**src/rtl/mc_pkg.sv**
```systemverilog
// Shared encodings for the multi-cycle controller: states, MIPS opcode/funct values and datapath select codes.
// MC_ILLEGAL_TRAP_EN adds the absorbing TRAP state.
package mc_pkg;

  typedef enum logic [2:0] {
    ST_FETCH  = 3'd0,
    ST_DECODE = 3'd1,
    ST_EXEC   = 3'd2,
    ST_MEM    = 3'd3,
    ST_WB     = 3'd4
`ifdef MC_ILLEGAL_TRAP_EN
    , ST_TRAP = 3'd5
`endif
  } state_t;

  localparam logic [5:0] OP_RTYPE = 6'b000000;
  localparam logic [5:0] OP_ORI   = 6'b001101;
  localparam logic [5:0] OP_LW    = 6'b100011;
  localparam logic [5:0] OP_SW    = 6'b101011;
  localparam logic [5:0] OP_BEQ   = 6'b000100;
  localparam logic [5:0] OP_LUI   = 6'b001111;
  localparam logic [5:0] OP_J     = 6'b000010;
  localparam logic [5:0] OP_JAL   = 6'b000011;

  localparam logic [5:0] FN_ADD = 6'b100000;
  localparam logic [5:0] FN_SUB = 6'b100010;
  localparam logic [5:0] FN_JR  = 6'b001000;

  localparam logic [5:0] ALU_ADD  = 6'b100000;
  localparam logic [5:0] ALU_SUB  = 6'b100010;
  localparam logic [5:0] ALU_OR   = 6'b100101;
  localparam logic [5:0] ALU_IDLE = 6'b000000;

  localparam logic [1:0] PC_PLUS4  = 2'b00;
  localparam logic [1:0] PC_JUMP   = 2'b01;
  localparam logic [1:0] PC_RS     = 2'b10;
  localparam logic [1:0] PC_BRANCH = 2'b11;

  localparam logic [1:0] WAC_RD = 2'b00;
  localparam logic [1:0] WAC_RT = 2'b01;
  localparam logic [1:0] WAC_RA = 2'b10;

  localparam logic [1:0] WDC_ALU = 2'b00;
  localparam logic [1:0] WDC_MEM = 2'b01;
  localparam logic [1:0] WDC_PC4 = 2'b10;

  localparam logic [1:0] EXT_ZERO = 2'b00;
  localparam logic [1:0] EXT_SIGN = 2'b01;
  localparam logic [1:0] EXT_LUI  = 2'b10;

  // One-hot instruction class; exactly one field is set for any opcode/funct
  typedef struct packed {
    logic add;
    logic sub;
    logic ori;
    logic lw;
    logic sw;
    logic beq;
    logic lui;
    logic j;
    logic jal;
    logic jr;
    logic illegal;
  } iclass_t;

endpackage

```
**src/rtl/mc_if.sv**
```systemverilog
// Control bus between the multi-cycle controller (master) and the datapath/memories (slave).
// MC_ILLEGAL_TRAP_EN adds the illegal flag.
interface mc_if;
  logic [5:0]  opcode;
  logic [5:0]  funct;
  logic        zero;
  logic        imem_ack;
  logic        dmem_ack;
  logic        imem_req;
  logic        dmem_req;
  logic        dmem_we;
  logic        ir_write;
  logic        pc_write;
  logic [1:0]  pc_src;
  logic        reg_write;
  logic [1:0]  reg_wac;
  logic [1:0]  reg_wdc;
  logic        alu_src;
  logic [5:0]  alu_control;
  logic [1:0]  ext;
  logic [31:0] retired;
  logic [2:0]  state;
`ifdef MC_ILLEGAL_TRAP_EN
  logic        illegal;
`endif

  modport master (
    input  opcode, funct, zero, imem_ack, dmem_ack,
    output imem_req, dmem_req, dmem_we, ir_write, pc_write, pc_src,
           reg_write, reg_wac, reg_wdc, alu_src, alu_control, ext, retired, state
`ifdef MC_ILLEGAL_TRAP_EN
    , output illegal
`endif
  );

  modport slave (
    output opcode, funct, zero, imem_ack, dmem_ack,
    input  imem_req, dmem_req, dmem_we, ir_write, pc_write, pc_src,
           reg_write, reg_wac, reg_wdc, alu_src, alu_control, ext, retired, state
`ifdef MC_ILLEGAL_TRAP_EN
    , input illegal
`endif
  );
endinterface

```
**src/rtl/mc_decode.sv**
```systemverilog
// Combinational one-hot instruction classifier shared by next-state and output logic.
module mc_decode
  import mc_pkg::*;
(
  input  logic [5:0] opcode,
  input  logic [5:0] funct,
  output iclass_t    iclass
);

  // Map opcode/funct to exactly one instruction class
  always_comb begin
    iclass = '0;
    case (opcode)
      OP_RTYPE: begin
        case (funct)
          FN_ADD:  iclass.add     = 1'b1;
          FN_SUB:  iclass.sub     = 1'b1;
          FN_JR:   iclass.jr      = 1'b1;
          default: iclass.illegal = 1'b1;
        endcase
      end
      OP_ORI:  iclass.ori     = 1'b1;
      OP_LW:   iclass.lw      = 1'b1;
      OP_SW:   iclass.sw      = 1'b1;
      OP_BEQ:  iclass.beq     = 1'b1;
      OP_LUI:  iclass.lui     = 1'b1;
      OP_J:    iclass.j       = 1'b1;
      OP_JAL:  iclass.jal     = 1'b1;
      default: iclass.illegal = 1'b1;
    endcase
  end

endmodule

```
**src/rtl/multicycle_controller.sv**
```systemverilog
// Multi-cycle FETCH/DECODE/EXEC/MEM/WB sequencer for the MIPS-subset datapath.
// Define MC_ILLEGAL_TRAP_EN to trap undecoded instructions instead of retiring them as nops.
module multicycle_controller
  import mc_pkg::*;
(
  input  logic clk,
  input  logic rst_n,
  mc_if.master bus
);

  state_t      state_r;
  state_t      next_s;
  logic [31:0] retired_r;
  logic        retire_s;
  iclass_t     iclass_s;

  logic        imem_req_s, dmem_req_s, dmem_we_s, ir_write_s, pc_write_s;
  logic        reg_write_s, alu_src_s, illegal_s;
  logic [1:0]  pc_src_s, reg_wac_s, reg_wdc_s, ext_s;
  logic [5:0]  alu_control_s;

  mc_decode u_decode (
    .opcode (bus.opcode),
    .funct  (bus.funct),
    .iclass (iclass_s)
  );

  // State register
  always_ff @(posedge clk or negedge rst_n) begin
    if (!rst_n) begin
      state_r <= ST_FETCH;
    end else begin
      state_r <= next_s;
    end
  end

  // Any return to FETCH from a working state completes an instruction
  assign retire_s = (state_r != ST_FETCH) && (next_s == ST_FETCH);

  // Retired-instruction counter, wraps naturally
  always_ff @(posedge clk or negedge rst_n) begin
    if (!rst_n) begin
      retired_r <= 32'd0;
    end else if (retire_s) begin
      retired_r <= retired_r + 32'd1;
    end else begin
      retired_r <= retired_r;
    end
  end

  // Next-state logic
  always_comb begin
    next_s = state_r;
    case (state_r)
      ST_FETCH: begin
        if (bus.imem_ack) next_s = ST_DECODE;
        else              next_s = ST_FETCH;
      end
      ST_DECODE: begin
        if (iclass_s.illegal) begin
`ifdef MC_ILLEGAL_TRAP_EN
          next_s = ST_TRAP;
`else
          next_s = ST_FETCH;
`endif
        end else begin
          next_s = ST_EXEC;
        end
      end
      ST_EXEC: begin
        if (iclass_s.add || iclass_s.sub || iclass_s.ori || iclass_s.lui) next_s = ST_WB;
        else if (iclass_s.lw || iclass_s.sw)                               next_s = ST_MEM;
        else                                                               next_s = ST_FETCH;
      end
      ST_MEM: begin
        if (!bus.dmem_ack)    next_s = ST_MEM;
        else if (iclass_s.lw) next_s = ST_WB;
        else                  next_s = ST_FETCH;
      end
      ST_WB: next_s = ST_FETCH;
`ifdef MC_ILLEGAL_TRAP_EN
      ST_TRAP: next_s = ST_TRAP;
`endif
      default: next_s = ST_FETCH;
    endcase
  end

  // Per-state datapath enables and selects
  always_comb begin
    imem_req_s    = 1'b0;
    dmem_req_s    = 1'b0;
    dmem_we_s     = 1'b0;
    ir_write_s    = 1'b0;
    pc_write_s    = 1'b0;
    pc_src_s      = PC_PLUS4;
    reg_write_s   = 1'b0;
    reg_wac_s     = WAC_RD;
    reg_wdc_s     = WDC_ALU;
    alu_src_s     = 1'b0;
    alu_control_s = ALU_IDLE;
    ext_s         = EXT_ZERO;
    illegal_s     = 1'b0;
    case (state_r)
      ST_FETCH: begin
        imem_req_s = 1'b1;
        if (bus.imem_ack) begin
          ir_write_s = 1'b1;
          pc_write_s = 1'b1;
        end else begin
          ir_write_s = 1'b0;
          pc_write_s = 1'b0;
        end
      end
      ST_DECODE: begin
      end
      ST_EXEC: begin
        if (iclass_s.add || iclass_s.lw || iclass_s.sw) alu_control_s = ALU_ADD;
        else if (iclass_s.sub || iclass_s.beq)          alu_control_s = ALU_SUB;
        else if (iclass_s.ori || iclass_s.lui)          alu_control_s = ALU_OR;
        else                                            alu_control_s = ALU_IDLE;
        alu_src_s = iclass_s.ori | iclass_s.lui | iclass_s.lw | iclass_s.sw;
        if (iclass_s.lw || iclass_s.sw) ext_s = EXT_SIGN;
        else if (iclass_s.lui)          ext_s = EXT_LUI;
        else                            ext_s = EXT_ZERO;
        if (iclass_s.beq) begin
          pc_write_s = bus.zero;
          pc_src_s   = PC_BRANCH;
        end else if (iclass_s.j || iclass_s.jal) begin
          pc_write_s = 1'b1;
          pc_src_s   = PC_JUMP;
        end else if (iclass_s.jr) begin
          pc_write_s = 1'b1;
          pc_src_s   = PC_RS;
        end else begin
          pc_write_s = 1'b0;
        end
        // jal links PC+4 into $31 in the same cycle as the jump
        if (iclass_s.jal) begin
          reg_write_s = 1'b1;
          reg_wac_s   = WAC_RA;
          reg_wdc_s   = WDC_PC4;
        end else begin
          reg_write_s = 1'b0;
        end
      end
      ST_MEM: begin
        dmem_req_s = 1'b1;
        dmem_we_s  = iclass_s.sw;
      end
      ST_WB: begin
        reg_write_s = 1'b1;
        if (iclass_s.lw) begin
          reg_wac_s = WAC_RT;
          reg_wdc_s = WDC_MEM;
        end else if (iclass_s.ori || iclass_s.lui) begin
          reg_wac_s = WAC_RT;
        end else begin
          reg_wac_s = WAC_RD;
        end
      end
`ifdef MC_ILLEGAL_TRAP_EN
      ST_TRAP: illegal_s = 1'b1;
`endif
      default: begin
      end
    endcase
  end

  // Reset forces every enable low immediately, independent of the state register
  assign bus.imem_req    = rst_n & imem_req_s;
  assign bus.dmem_req    = rst_n & dmem_req_s;
  assign bus.dmem_we     = rst_n & dmem_we_s;
  assign bus.ir_write    = rst_n & ir_write_s;
  assign bus.pc_write    = rst_n & pc_write_s;
  assign bus.reg_write   = rst_n & reg_write_s;
  assign bus.alu_src     = rst_n & alu_src_s;
  assign bus.pc_src      = rst_n ? pc_src_s      : 2'b00;
  assign bus.reg_wac     = rst_n ? reg_wac_s     : 2'b00;
  assign bus.reg_wdc     = rst_n ? reg_wdc_s     : 2'b00;
  assign bus.ext         = rst_n ? ext_s         : 2'b00;
  assign bus.alu_control = rst_n ? alu_control_s : 6'b000000;
  assign bus.retired     = retired_r;
  assign bus.state       = state_r;
`ifdef MC_ILLEGAL_TRAP_EN
  assign bus.illegal     = rst_n & illegal_s;
`else
  logic unused_s;
  assign unused_s = illegal_s;
`endif

endmodule
```
**src/flat_wrapper.sv**
```systemverilog
// flat-port wrapper written by rule: the top's interface ports become plain ports
module multicycle_controller_flat import mc_pkg::*;
  (clk, rst_n, bus_opcode, bus_funct, bus_zero, bus_imem_ack, bus_dmem_ack, bus_imem_req, bus_dmem_req, bus_dmem_we, bus_ir_write, bus_pc_write, bus_pc_src, bus_reg_write, bus_reg_wac, bus_reg_wdc, bus_alu_src, bus_alu_control, bus_ext, bus_retired, bus_state);
  mc_if bus_i ();
  input  logic clk;
  input  logic rst_n;
  input wire logic [$bits(bus_i.opcode)-1:0] bus_opcode;
  input wire logic [$bits(bus_i.funct)-1:0] bus_funct;
  input wire logic [$bits(bus_i.zero)-1:0] bus_zero;
  input wire logic [$bits(bus_i.imem_ack)-1:0] bus_imem_ack;
  input wire logic [$bits(bus_i.dmem_ack)-1:0] bus_dmem_ack;
  output wire logic [$bits(bus_i.imem_req)-1:0] bus_imem_req;
  output wire logic [$bits(bus_i.dmem_req)-1:0] bus_dmem_req;
  output wire logic [$bits(bus_i.dmem_we)-1:0] bus_dmem_we;
  output wire logic [$bits(bus_i.ir_write)-1:0] bus_ir_write;
  output wire logic [$bits(bus_i.pc_write)-1:0] bus_pc_write;
  output wire logic [$bits(bus_i.pc_src)-1:0] bus_pc_src;
  output wire logic [$bits(bus_i.reg_write)-1:0] bus_reg_write;
  output wire logic [$bits(bus_i.reg_wac)-1:0] bus_reg_wac;
  output wire logic [$bits(bus_i.reg_wdc)-1:0] bus_reg_wdc;
  output wire logic [$bits(bus_i.alu_src)-1:0] bus_alu_src;
  output wire logic [$bits(bus_i.alu_control)-1:0] bus_alu_control;
  output wire logic [$bits(bus_i.ext)-1:0] bus_ext;
  output wire logic [$bits(bus_i.retired)-1:0] bus_retired;
  output wire logic [$bits(bus_i.state)-1:0] bus_state;
  assign bus_i.opcode = bus_opcode;
  assign bus_i.funct = bus_funct;
  assign bus_i.zero = bus_zero;
  assign bus_i.imem_ack = bus_imem_ack;
  assign bus_i.dmem_ack = bus_dmem_ack;
  assign bus_imem_req = bus_i.imem_req;
  assign bus_dmem_req = bus_i.dmem_req;
  assign bus_dmem_we = bus_i.dmem_we;
  assign bus_ir_write = bus_i.ir_write;
  assign bus_pc_write = bus_i.pc_write;
  assign bus_pc_src = bus_i.pc_src;
  assign bus_reg_write = bus_i.reg_write;
  assign bus_reg_wac = bus_i.reg_wac;
  assign bus_reg_wdc = bus_i.reg_wdc;
  assign bus_alu_src = bus_i.alu_src;
  assign bus_alu_control = bus_i.alu_control;
  assign bus_ext = bus_i.ext;
  assign bus_retired = bus_i.retired;
  assign bus_state = bus_i.state;
  multicycle_controller u_core (.clk(clk), .rst_n(rst_n), .bus(bus_i));
endmodule
```
**config.mk**
```make
export PLATFORM = sky130hd
export DESIGN_NAME = multicycle_controller_flat
export DESIGN_NICKNAME = d
export VERILOG_FILES = /design/src/rtl/mc_pkg.sv /design/src/rtl/mc_if.sv /design/src/rtl/mc_decode.sv /design/src/rtl/multicycle_controller.sv /design/src/flat_wrapper.sv
export SDC_FILE = /design/constraint.sdc
export NUM_CORES = 1
export LEC_CHECK = 0
export ABC_AREA = 1
export ABC_CLOCK_PERIOD_IN_PS = 3500
export CAP_MARGIN = 30
export CORE_ASPECT_RATIO = 1.5
export CORE_UTILIZATION = 54
export DETAILED_ROUTE_END_ITERATION = 12
export PLACE_DENSITY = 0.94
export SLEW_MARGIN = 5
export SYNTH_ARGS = -nofsm -noshare
export SYNTH_HDL_FRONTEND = slang
export SYNTH_HIERARCHICAL = 1
export SYNTH_SLANG_ARGS = --single-unit
export TNS_END_PERCENT = 20
```
**constraint.sdc**
```tcl
create_clock -name clk -period 3.5 [get_ports clk]
set_input_delay 0.525 -clock clk [delete_from_list [all_inputs] [get_ports clk]]
set_output_delay 0.525 -clock clk [all_outputs]
set_load 0.02 [all_outputs]
```
# After elaboration in Yosys (flattened, before gate mapping)

Index checks and enable logic that the tools add are counted.

Output and inout bits: 56
Memory bits (writable): 0
Memories: 0
Bits of input ports: 17
Word-level logic and storage cells: 98
Register bits: 35
Bits in read-only memories: 0
Latch bits: 0

Divide/modulo/power cells: 0
$lt $le $gt $ge: 0
$mul: 0
Muxes and demuxes: 55
Bitwise logic cells: 10
Equal/unequal tests: 14
Shift-type cells: 0
Reduce and logical (&&, ||, !) cells: 16
Add/sub/neg operators: 1

Operators by type and width:

| kind                                           | number |
|---|---|
| adder 32 x 1 -> 32 bit (second input constant) | 1 |
| two-way mux 2 bit                              | 16 |
| two-way mux 6 bit                              | 5 |
| two-way mux 1 bit                              | 25 |
| == test 6 bit (second input constant)          | 4 |
| == test 6 x 4 -> 1 bit (second input constant) | 3 |
| == test 6 x 2 -> 1 bit (second input constant) | 2 |
| one-hot mux 3 bit (4 select lines)             | 1 |
| logical OR 1 bit                               | 9 |
| two-way mux 3 bit                              | 3 |
| one-hot mux 2 bit (2 select lines)             | 2 |
| bitwise AND 1 bit                              | 7 |
| OR reduction 7 bit                             | 1 |
| == test 3 x 2 -> 1 bit (second input constant) | 2 |
| == test 6 x 3 -> 1 bit (second input constant) | 1 |
| logical NOT 3 bit                              | 2 |
| logical NOT 6 bit                              | 1 |
| one-hot mux 1 bit (2 select lines)             | 3 |
| == test 3 x 1 -> 1 bit (second input constant) | 1 |
| == test 3 bit (second input constant)          | 1 |
| OR 1 bit                                       | 3 |
| nonzero test 3 bit                             | 1 |
| OR reduction 3 bit                             | 1 |
| logical AND 1 bit                              | 1 |

# Logic depth before layout (Yosys ltp)

Gate-level depths: netlist (run 1).

Word-level depth: 10
Mapped depth: 14
Gate-level depth less buffers: 13

# Hierarchy

Netlist (run 1), hierarchy kept.

By module, submodules not included:

| module                | cells each | area an instance (um^2) | sequential area each (um^2) | times used |
|---|---|---|---|---|
| multicycle_controller | 425        | 2626.3                  | 875.8                       | 1 |
| mc_decode             | 53         | 230.2                   | 0.0                         | 1 |

# Least setup slack after synthesis (run 1)

OpenSTA, ideal clock, no wires.

Path type: input -> output
Start: input port bus_opcode[4]
End: output port bus_alu_control[2]
Data arrival time: 2.069 ns
Slack: 0.906 ns
Path buffers: 1
Data required time: 2.975 ns
Cell stages on the path: 7
Cells stage by stage: inv_1 -> nand4_1 -> nor3_1 -> nor2_1 -> nand2_1 -> nor4_1 -> buf_4

RTL lines:

| what        | line               | source |
|---|---|---|
| from (decl) | flat_wrapper.sv:7  | `input wire logic [$bits(bus_i.opcode)-1:0] bus_opcode;` |
| to (decl)   | flat_wrapper.sv:22 | `output wire logic [$bits(bus_i.alu_control)-1:0] bus_alu_control;` |

==> results.py, run 1 <==
metrics = {
    "die": {
        "rows": 32,
        "fp.dieH_um": 91.1,
        "initial_utilization_pct": 55.7,
        "die_w_um": 61.4,
        "core_area_um2": 5120,
        "die_area_um2": 5590,
        "ios": 73,
    },
    "sta": {
        "finalCriticalPeriod_ns": 3.21,
        "hold_viol": 0,
        "fin_setup_tns_ns": 0,
        "finalCritPeriodShare_pct": 91.7,
        "setup_viol": 0,
        "slew_headroom_pct": 50.5,
        "clock.fmax_mhz": 311,
        "worst_slew_pin_slew_ns": 0.741,
        "timing_max_transition_violations_final": 0,
        "finClkSkew_ns": 0.00567,
        "rsz0062_at_grt": "false",
    },
    "clock_tree": {
        "post-cts-setup-buffers": 0,
        "cts_root_buf": "clkbuf_8",
        "clockBufferDepth": 2,
        "clk_latency_ns": 0.29,
        "clk_pin_slew_ns": 0.07,
        "cts_resized": 0,
        "postCtsHoldBufs": 0,
        "htreeDepth": 2,
        "cts_made_buffers": 5,
        "cts_sinks": 35,
        "cts_tree": "yes",
    },
    "place": {
        "gp_congestion": 0.952,
        "hpwl_um": 6460,
        "io_buffers": 70,
    },
    "layout": {
        "final_cell_mix": "nand2_1 (190), nor2_1 (79), clkdlybuf4s50_1 (69)",
        "multi_input_area_um2": 1700,
        "drive_above_1_share_pct": 5.47,
        "fin_nets": 565,
        "mostFrequentLayoutCell": "nand2_1",
        "fillers": 454,
        "diodes": 0,
        "post-route-util_pct": 71.4,
        "syn_to_final_growth_pct": 28.1,
        "regArea_um2": 876,
    },
    "global_route": {
        "grt.overflow.total": 0,
        "antenna_found_initial": 0,
        "grt_pass1_vias": 3378,
        "grt_pass1_wl_um": 13900,
        "grtUsageTotal_pct": 32.8,
        "grt_start_max_net_pins": 36,
    },
    "synth": {
        "synth_async_sr_flop_share_pct": 100,
        "synth-edff-count": 0,
        "synth_compound_area_share_pct": 7.67,
        "synth-xor-area-share_pct": 3.99,
        "avgSynthCellArea_um2": 5.98,
        "synth_top_family_by_area": "simple AND/OR/NAND/NOR gates",
        "ys_types": 30,
        "yosys.area_share.simple_pct": 47.3,
        "synth_area_um2": 2860,
        "synth_seq_area_share_pct": 30.7,
        "synth-seq-cells": 35,
        "ys.warnings.count": 6,
        "syn-instance-count": 478,
        "synth_flop_cell": "dfrtp_1",
        "synthMuxAreaShare_pct": 0,
        "yosys.area_share.adder_pct": 0.438,
    },
    "setup_path": {
        "r2r_cells": 10,
        "cp.arrival_ns": 2.69,
        "critical_path_class": "in2out",
        "end_kind": "output pin",
        "start_kind": "input port",
        "r2r_start": "u_core/bus.retired[0]",
        "cp.required_ns": 2.97,
        "reg2reg_to": "u_core/bus.retired[26]",
        "reg2reg_slack_ns": 1.60,
        "cp_max_fo": 5,
    },
    "drt": {
        "wl_per_cell_um": 13.9,
        "viasPerCell": 5.46,
        "firstDrtPassIters": 4,
        "detail-route-antenna-nets": 0,
        "wl_um": 8560,
        "via_count": 3362,
        "drtIter0Drc": 208,
        "drc": 0,
    },
    "power": {
        "p_per_area_nw_per_um2": 288,
        "leakagePower_uw": 0.00165,
        "peakVddDrop_v": 0.000270,
    },
    "worst_hold_path": {
        "hold_path_class": "in2async",
    },
    "flow_run": {
        "max-cap-violations": 0,
    },
    "run_status": {
        "outcome": "finished, final reports clean",
    },
}
synthesized netlist by cell type (2+ instances only):
| cell type | instances | share of area [%] |
|---|---|---|
| o21ai_0 | 6 | 1.1 |
| a21oi_1 | 5 | 0.88 |
| nor2_4 | 2 | 0.79 |
| nand2_2 | 2 | 0.44 |
| inv_1 | 46 | 6.0 |
| xor2_1 | 6 | 1.8 |
| inv_2 | 2 | 0.26 |
| nand3_1 | 25 | 4.4 |
| buf_4 | 4 | 1.1 |
| nor3_1 | 3 | 0.53 |
| buf_2 | 6 | 1.1 |
| nor2_2 | 7 | 1.5 |
| nand3_4 | 2 | 1.2 |
| nor2_1 | 79 | 10 |
| o21ai_1 | 31 | 5.4 |
| buf_6 | 3 | 1.2 |
| dfrtp_1 | 35 | 31 |
| clkinv_1 | 2 | 0.26 |
| xnor2_1 | 7 | 2.1 |
| nor4_1 | 2 | 0.44 |
| nand4_1 | 5 | 1.1 |
| nand2_1 | 190 | 25 |
stage by stage:
step / total power (uW) / cell area, um^2 / setup WS, ns / hold slack (ns) / std cells
after detailed placement: 768 / 3580 / 0.319 / 0.562 / 608
after CTS: 1060 / 3660 / 0.314 / 0.359 / 616
after global routing: 1110 / 3660 / 0.187 / 0.382 / 616
after floorplan: 650 / 2860 / 0.906 / 0.229 / 479
final: 1060 / 3660 / 0.289 / 0.342 / 616
after global placement: 759 / 3580 / 0.427 / 0.555 / 608
cell families (layout without fill, tap and decap cells):
logic type      after synthesis  in the layout
simple gates                322            322
compound gates               43             43
flops                        35             35
other cells                   1              2
fa+ha+maj                     1              1
buf+inv                      63            132
xor+xnor                     13             13
power by group:
part / leakage (uW) / switching [uW] / internal [uW] / total, uW
Sequential: 0.000482 / 44.0 / 430 / 474
Clock: 0.0000422 / 153 / 140 / 293
Combinational: 0.00112 / 177 / 111 / 289
flip-flops by register name (all words and copies together) (netlist names):
name and flops:
u_core/bus.retired 32, u_core/bus.state 3
critical path: stages:
cell,delay [ns]
clkdlybuf4s50_1,0.50
nor2_2,0.20
nand2_1,0.11
nor2_1,0.14
or2_2,0.18
nor2_1,0.04
o21ai_0,0.16
nand2_1,0.08
a21oi_1,0.12
clkdlybuf4s50_1,0.62
layout make-up:
class,count,area share (%)
well taps,68,2.33
inverters,50,5.13
repair buffers,74,19.8
flip-flops and latches,35,23.9
clock buffers,7,2.09
clock inverters,1,0.137
multi-input cells,381,46.5
how the worst max path moves through the flow:
stage | start | end | slack [ns] | cells after the start
floorplan | bus_opcode[4] | bus_alu_control[2] | 0.91 | 7
global placement | bus_opcode[0] | bus_alu_control[0] | 0.43 | 8
detailed placement | bus_opcode[3] | bus_pc_write | 0.32 | 10
CTS | bus_opcode[3] | bus_pc_write | 0.31 | 10
global route | bus_opcode[0] | bus_alu_control[0] | 0.19 | 8
finish | bus_opcode[3] | bus_pc_write | 0.29 | 10
layer usage:
layer | vias up | track usage [%] | share of wire (%)
met4 | 0 | 23.5 | 6.5
li1 | 1617 | - | -
met2 | 147 | 60.1 | 53
met5 | - | 0 | 0
met1 | 1554 | 29.3 | 34
met3 | 44 | 6.84 | 6.4
Power figures use the tool's default switching activity.
==> run 2, diff against run 1 <==
--- a/config.mk
+++ b/config.mk
@@ -10,7 +10,8 @@
 export CAP_MARGIN = 30
 export CORE_ASPECT_RATIO = 1.5
-export CORE_UTILIZATION = 54
+export CORE_UTILIZATION = 62
 export DETAILED_ROUTE_END_ITERATION = 12
-export PLACE_DENSITY = 0.94
+export DONT_BUFFER_PORTS = 1
+export PLACE_DENSITY = 0.85
 export SLEW_MARGIN = 5
 export SYNTH_ARGS = -nofsm -noshare
==> constraint.sdc (replaced) <==
create_clock -name clk -period 3.5 [get_ports clk]
set_input_delay 0.525 -clock clk [delete_from_list [all_inputs] [get_ports clk]]
set_output_delay 0.525 -clock clk [all_outputs]
set_load 0.01 [all_outputs]
==> results.py, run 2 (synthesis gave the netlist of run 1 again) <==
metrics = {
    "sta": {
        "hold_viol": 0,
        "worst_hold_slack_ns": 0.0538,
        "finClkSkew_ns": 0.00486,
        "timing_max_transition_violations_final": 0,
        "worst_slew_pin_slew_ns": 0.709,
        "rsz0062_at_grt": "false",
        "setup_viol": 0,
        "finalCritPeriodShare_pct": 66.6,
        "finalCriticalPeriod_ns": 2.33,
        "slew_headroom_pct": 52.6,
        "clock.fmax_mhz": 429,
        "fin_setup_tns_ns": 0,
    },
    "run_status": {
        "outcome": "complete, but fails checks",
        "violations": "DRC",
    },
    "drt": {
        "viasPerCell": 5.63,
        "wl_um": 7400,
        "drtIter0Drc": 178,
        "drc": 4,
        "firstDrtPassIters": 9,
        "via_count": 2937,
        "detail-route-antenna-nets": 0,
        "wl_per_cell_um": 14.2,
    },
    "power": {
        "peakVddDrop_v": 0.000227,
        "leakagePower_uw": 0.00139,
        "p_per_area_nw_per_um2": 322,
    },
    "die": {
        "die_area_um2": 4890,
        "core_area_um2": 4320,
        "rows": 29,
        "die_w_um": 57.4,
        "ios": 73,
        "initial_utilization_pct": 66.2,
        "fp.dieH_um": 85.1,
    },
    "setup_path": {
        "cp_top_family": "simple AND/OR/NAND/NOR gates",
        "cp_slowest_cell": "nor2_4",
        "max_stage_delay_ns": 0.69,
        "crit_chain": "nor2_1 -> nand3_2 -> nand3b_1 -> nand2_1 -> inv_1 -> o21ai_2 -> nand3_4 -> nor2_4 -> nand2_1 -> nand2_1",
        "cp.required_ns": 3.73,
        "cp.arrival_ns": 2.56,
        "worst-path-buf-inv": 1,
        "cp_max_fo": 33,
        "critical_path_class": "in2reg",
        "start_kind": "input port",
        "end_kind": "flop",
        "cpMostUsedCell": "nand2_1",
    },
    "global_route": {
        "antenna_found_initial": 0,
        "grt_pass1_vias": 2966,
        "grt_pass1_wl_um": 12700,
        "grt.overflow.total": 0,
        "grt_start_max_net_pins": 36,
        "grtUsageTotal_pct": 33.3,
    },
    "clock_tree": {
        "clk_pin_slew_ns": 0.07,
        "cts_sinks": 35,
        "clk_latency_ns": 0.29,
        "cts_made_buffers": 5,
        "cts_tree": "yes",
        "clockBufferDepth": 2,
        "cts_root_buf": "clkbuf_8",
        "htreeDepth": 2,
    },
    "worst_hold_path": {
        "hold_path_class": "in2async",
    },
    "place": {
        "io_buffers": 0,
        "hpwl_um": 5570,
        "gp_congestion": 0.953,
    },
    "layout": {
        "syn_to_final_growth_pct": 2.67,
        "diodes": 0,
        "final_cell_mix": "nand2_1 (190), nor2_1 (79), inv_1 (46)",
        "fin_nets": 493,
        "fillers": 407,
        "largest_reg_flops": 32,
        "drive_above_1_share_pct": 5.67,
        "mostFrequentLayoutCell": "nand2_1",
    },
    "flow_run": {
        "max-cap-violations": 0,
    },
}
[run 2: cell count changes in the layout (fill, tap and decap cells not counted)]
cell	change
clkdlybuf4s50_1	-69
buf_4	-3
buf_2	-1
buf_12	+1
[run 2: power breakdown]
part           switching (uW)  total [uW]  internal [uW]  leakage, uW
Combinational             119         168           48.7     0.000870
Clock                     148         288            140    0.0000422
Sequential               59.2         489            430     0.000482
[run 2: worst paths after layout]
check,cells after the start,from,slack [ns],to
hold / removal,1,rst_n,0.05,u_core/bus.retired[3]
setup reg to reg,8,u_core/bus.state[0],1.29,u_core/bus.retired[4]
max in group asynchronous,1,rst_n,3.25,u_core/bus.retired[10]
setup / recovery,10,bus_opcode[0],1.17,u_core/bus.retired[4]
hold reg to reg,2,u_core/bus.retired[31],0.64,u_core/bus.retired[31]
min in group clk,2,bus_dmem_ack,0.50,u_core/bus.state[2]
[run 2: cell type report]
class | instances | area (um^2) | area share [%]
multi-input combinational | 381 | 1700 | 58.1
sequential | 35 | 876 | 29.9
inverter | 50 | 188 | 6.40
clock buffer | 7 | 76.3 | 2.60
tap | 46 | 57.6 | 1.96
timing repair buffer | 2 | 27.5 | 0.939
clock inverter | 1 | 5.00 | 0.171
[run 2: stage by stage]
step	util, %	setup WS, ns	area, um^2	std cells	total power [uW]
final	67.9	1.17	2930	522	945
after global routing	67.9	0.883	2930	522	991
after CTS	67.9	1.21	2930	522	944
after detailed placement	65.6	0.904	2830	513	651
after global placement	65.6	0.957	2830	513	644
after floorplan	-	1.24	2860	479	628
[run 2: per-layer routing]
metal	share of wire [%]	wire length, um	global-route usage [%]
met5	0	0	0
met4	4.4	323	20.4
met3	5.0	369	5.34
met2	54	3970	61.4
met1	37	2730	33.9
[run 2: repair_timing]
item,CTS,global route
resized for setup,0,0
endpoints found under the hold margin,35,0
buffers inserted,0,0
hold buffers,1,0
==> run 3, diff against run 2 <==
- ABC_CLOCK_PERIOD_IN_PS: 3500 -> 2120
- CORE_UTILIZATION: 62 -> 58
- PLACE_DENSITY: 0.85 -> 0.83
- clock period: 3.5 -> 2.12 ns (I/O delays scaled with it)
==> results.py, run 3 (synthesis gave the netlist of run 1 again) <==
metrics = {
    "layout": {
        "fillers": 438,
        "drive_above_1_share_pct": 7.29,
        "final_cell_mix": "nand2_1 (189), nor2_1 (79), inv_1 (46)",
        "syn_to_final_growth_pct": 4.86,
        "post-route-util_pct": 64.9,
        "final_area_um2": 3000,
        "fin_nets": 497,
        "diodes": 0,
        "mostFrequentLayoutCell": "nand2_1",
        "largest_reg_flops": 32,
    },
    "die": {
        "fp.dieH_um": 88.0,
        "die_w_um": 59.3,
        "ios": 73,
        "rows": 30,
        "initial_utilization_pct": 61.9,
        "die_area_um2": 5220,
        "core_area_um2": 4620,
    },
    "worst_hold_path": {
        "hold_path_class": "in2reg",
        "hp-start": "bus_dmem_ack",
        "min_to": "u_core/bus.state[2]",
        "whs_path_depth": 2,
    },
    "drt": {
        "drc": 0,
        "highest_layer": "met4",
        "met1_length_um": 2810,
        "via_count": 2910,
        "wl_um": 7630,
        "wl_per_cell_um": 14.0,
        "route.met2.wl_um": 4150,
        "detail-route-antenna-nets": 0,
        "firstDrtPassIters": 4,
        "drtIter0Drc": 231,
        "viasPerCell": 5.35,
        "wl_met3_um": 393,
    },
    "place": {
        "postPlaceCellArea_um2": 2880,
        "gp_congestion": 0.941,
        "io_buffers": 0,
        "hpwl_um": 5750,
        "post-place-ws_ns": 0.0617,
    },
    "setup_path": {
        "r2r_start": "u_core/bus.retired[1]",
        "start_kind": "flop",
        "cp.arrival_ns": 1.64,
        "reg2reg_slack_ns": 0.27,
        "r2r_cells": 10,
        "end_kind": "output pin",
        "critical_path_class": "reg2out",
        "reg2reg_to": "u_core/bus.retired[30]",
        "cp.required_ns": 1.80,
        "cp_max_fo": 10,
    },
    "sta": {
        "finalCritPeriodShare_pct": 92.2,
        "fin_setup_tns_ns": 0,
        "slew_headroom_pct": 53.8,
        "clock.fmax_mhz": 512,
        "finClkSkew_ns": 0.00444,
        "timing_max_transition_violations_final": 0,
        "hold_viol": 0,
        "rsz0062_at_grt": "false",
        "worst_hold_slack_ns": 0.276,
        "setup_viol": 0,
        "worst_slack_ns": 0.165,
        "worst_slew_pin_slew_ns": 0.691,
        "finalCriticalPeriod_ns": 1.95,
    },
    "clock_tree": {
        "clk_pin_slew_ns": 0.08,
        "clockBufferDepth": 2,
        "cts_made_buffers": 5,
        "cts_tree": "yes",
        "clk_latency_ns": 0.29,
        "cts_root_buf": "clkbuf_8",
        "cts_sinks": 35,
        "htreeDepth": 2,
    },
    "power": {
        "peakVddDrop_v": 0.000366,
        "leakagePower_uw": 0.00142,
        "p_per_area_nw_per_um2": 527,
    },
    "global_route": {
        "grt_pass1_vias": 2783,
        "grt_pass1_wl_um": 12600,
        "grtUsageTotal_pct": 32.1,
        "grt_start_max_net_pins": 36,
        "grt.overflow.total": 0,
        "antenna_found_initial": 0,
    },
    "flow_run": {
        "max-cap-violations": 0,
    },
    "run_status": {
        "outcome": "finished, final reports clean",
    },
}
[run 3: worst max path at each step]
stage	start	to	slack, ns	cells past startpoint
finish	u_core/bus.state[2]	bus_alu_control[2]	0.17	5
detailed placement	bus_opcode[0]	u_core/bus.retired[9]	0.06	10
floorplan	u_core/bus.state[2]	bus_alu_control[2]	0.24	5
global route	bus_funct[4]	u_core/bus.retired[11]	0.06	13
global placement	bus_opcode[0]	u_core/bus.retired[15]	0.13	10
CTS	u_core/bus.state[0]	bus_alu_control[2]	0.07	6
[run 3: stage by stage]
| stage | total power, uW | cells |
|---|---|---|
| 6_report | 1580 | 544 |
| 5_1_grt | 1670 | 544 |
| 4_1_cts | 1580 | 544 |
| 3_5_place_dp | 1090 | 534 |
| 3_3_place_gp | 1080 | 534 |
| 2_1_floorplan | 1040 | 479 |
[run 3: cell type report]
type,count,area (um^2),area share (%)
clock inverter,3,15.0,0.501
inverter,50,188,6.27
timing repair buffer,6,60.1,2.01
sequential,35,878,29.3
clock buffer,5,68.8,2.30
multi-input combinational,381,1710,56.9
tap,64,80.1,2.67
[run 3: what timing repair did]
action / in CTS / in global routing
setup endpoints to repair: 0 / 3
hold buffers: 2 / 0
buffers inserted: 0 / 0
endpoints found under the hold margin: 35 / 0
resized for setup: 0 / 3
[run 3: report_power, final]
part	total (uW)	internal [uW]	switching (uW)
Clock	475	225	250
Sequential	811	712	99.0
Combinational	293	89.8	203
Total	1580	1030	553
[run 3: layer usage]
metal | track usage (%) | vias up
met2 | 60.5 | 104
met3 | 5.91 | 22
met4 | 14.3 | 0
met5 | 0 | -
li1 | - | 1479
met1 | 33.3 | 1305
[run 3: worst max-delay path, cell delays in order (launching register included)]
cell and delay, ns:
dfrtp_1 0.47, nand3b_2 0.27, inv_2 0.10, nand2_2 0.12, nor4_1 0.20, buf_4 0.19
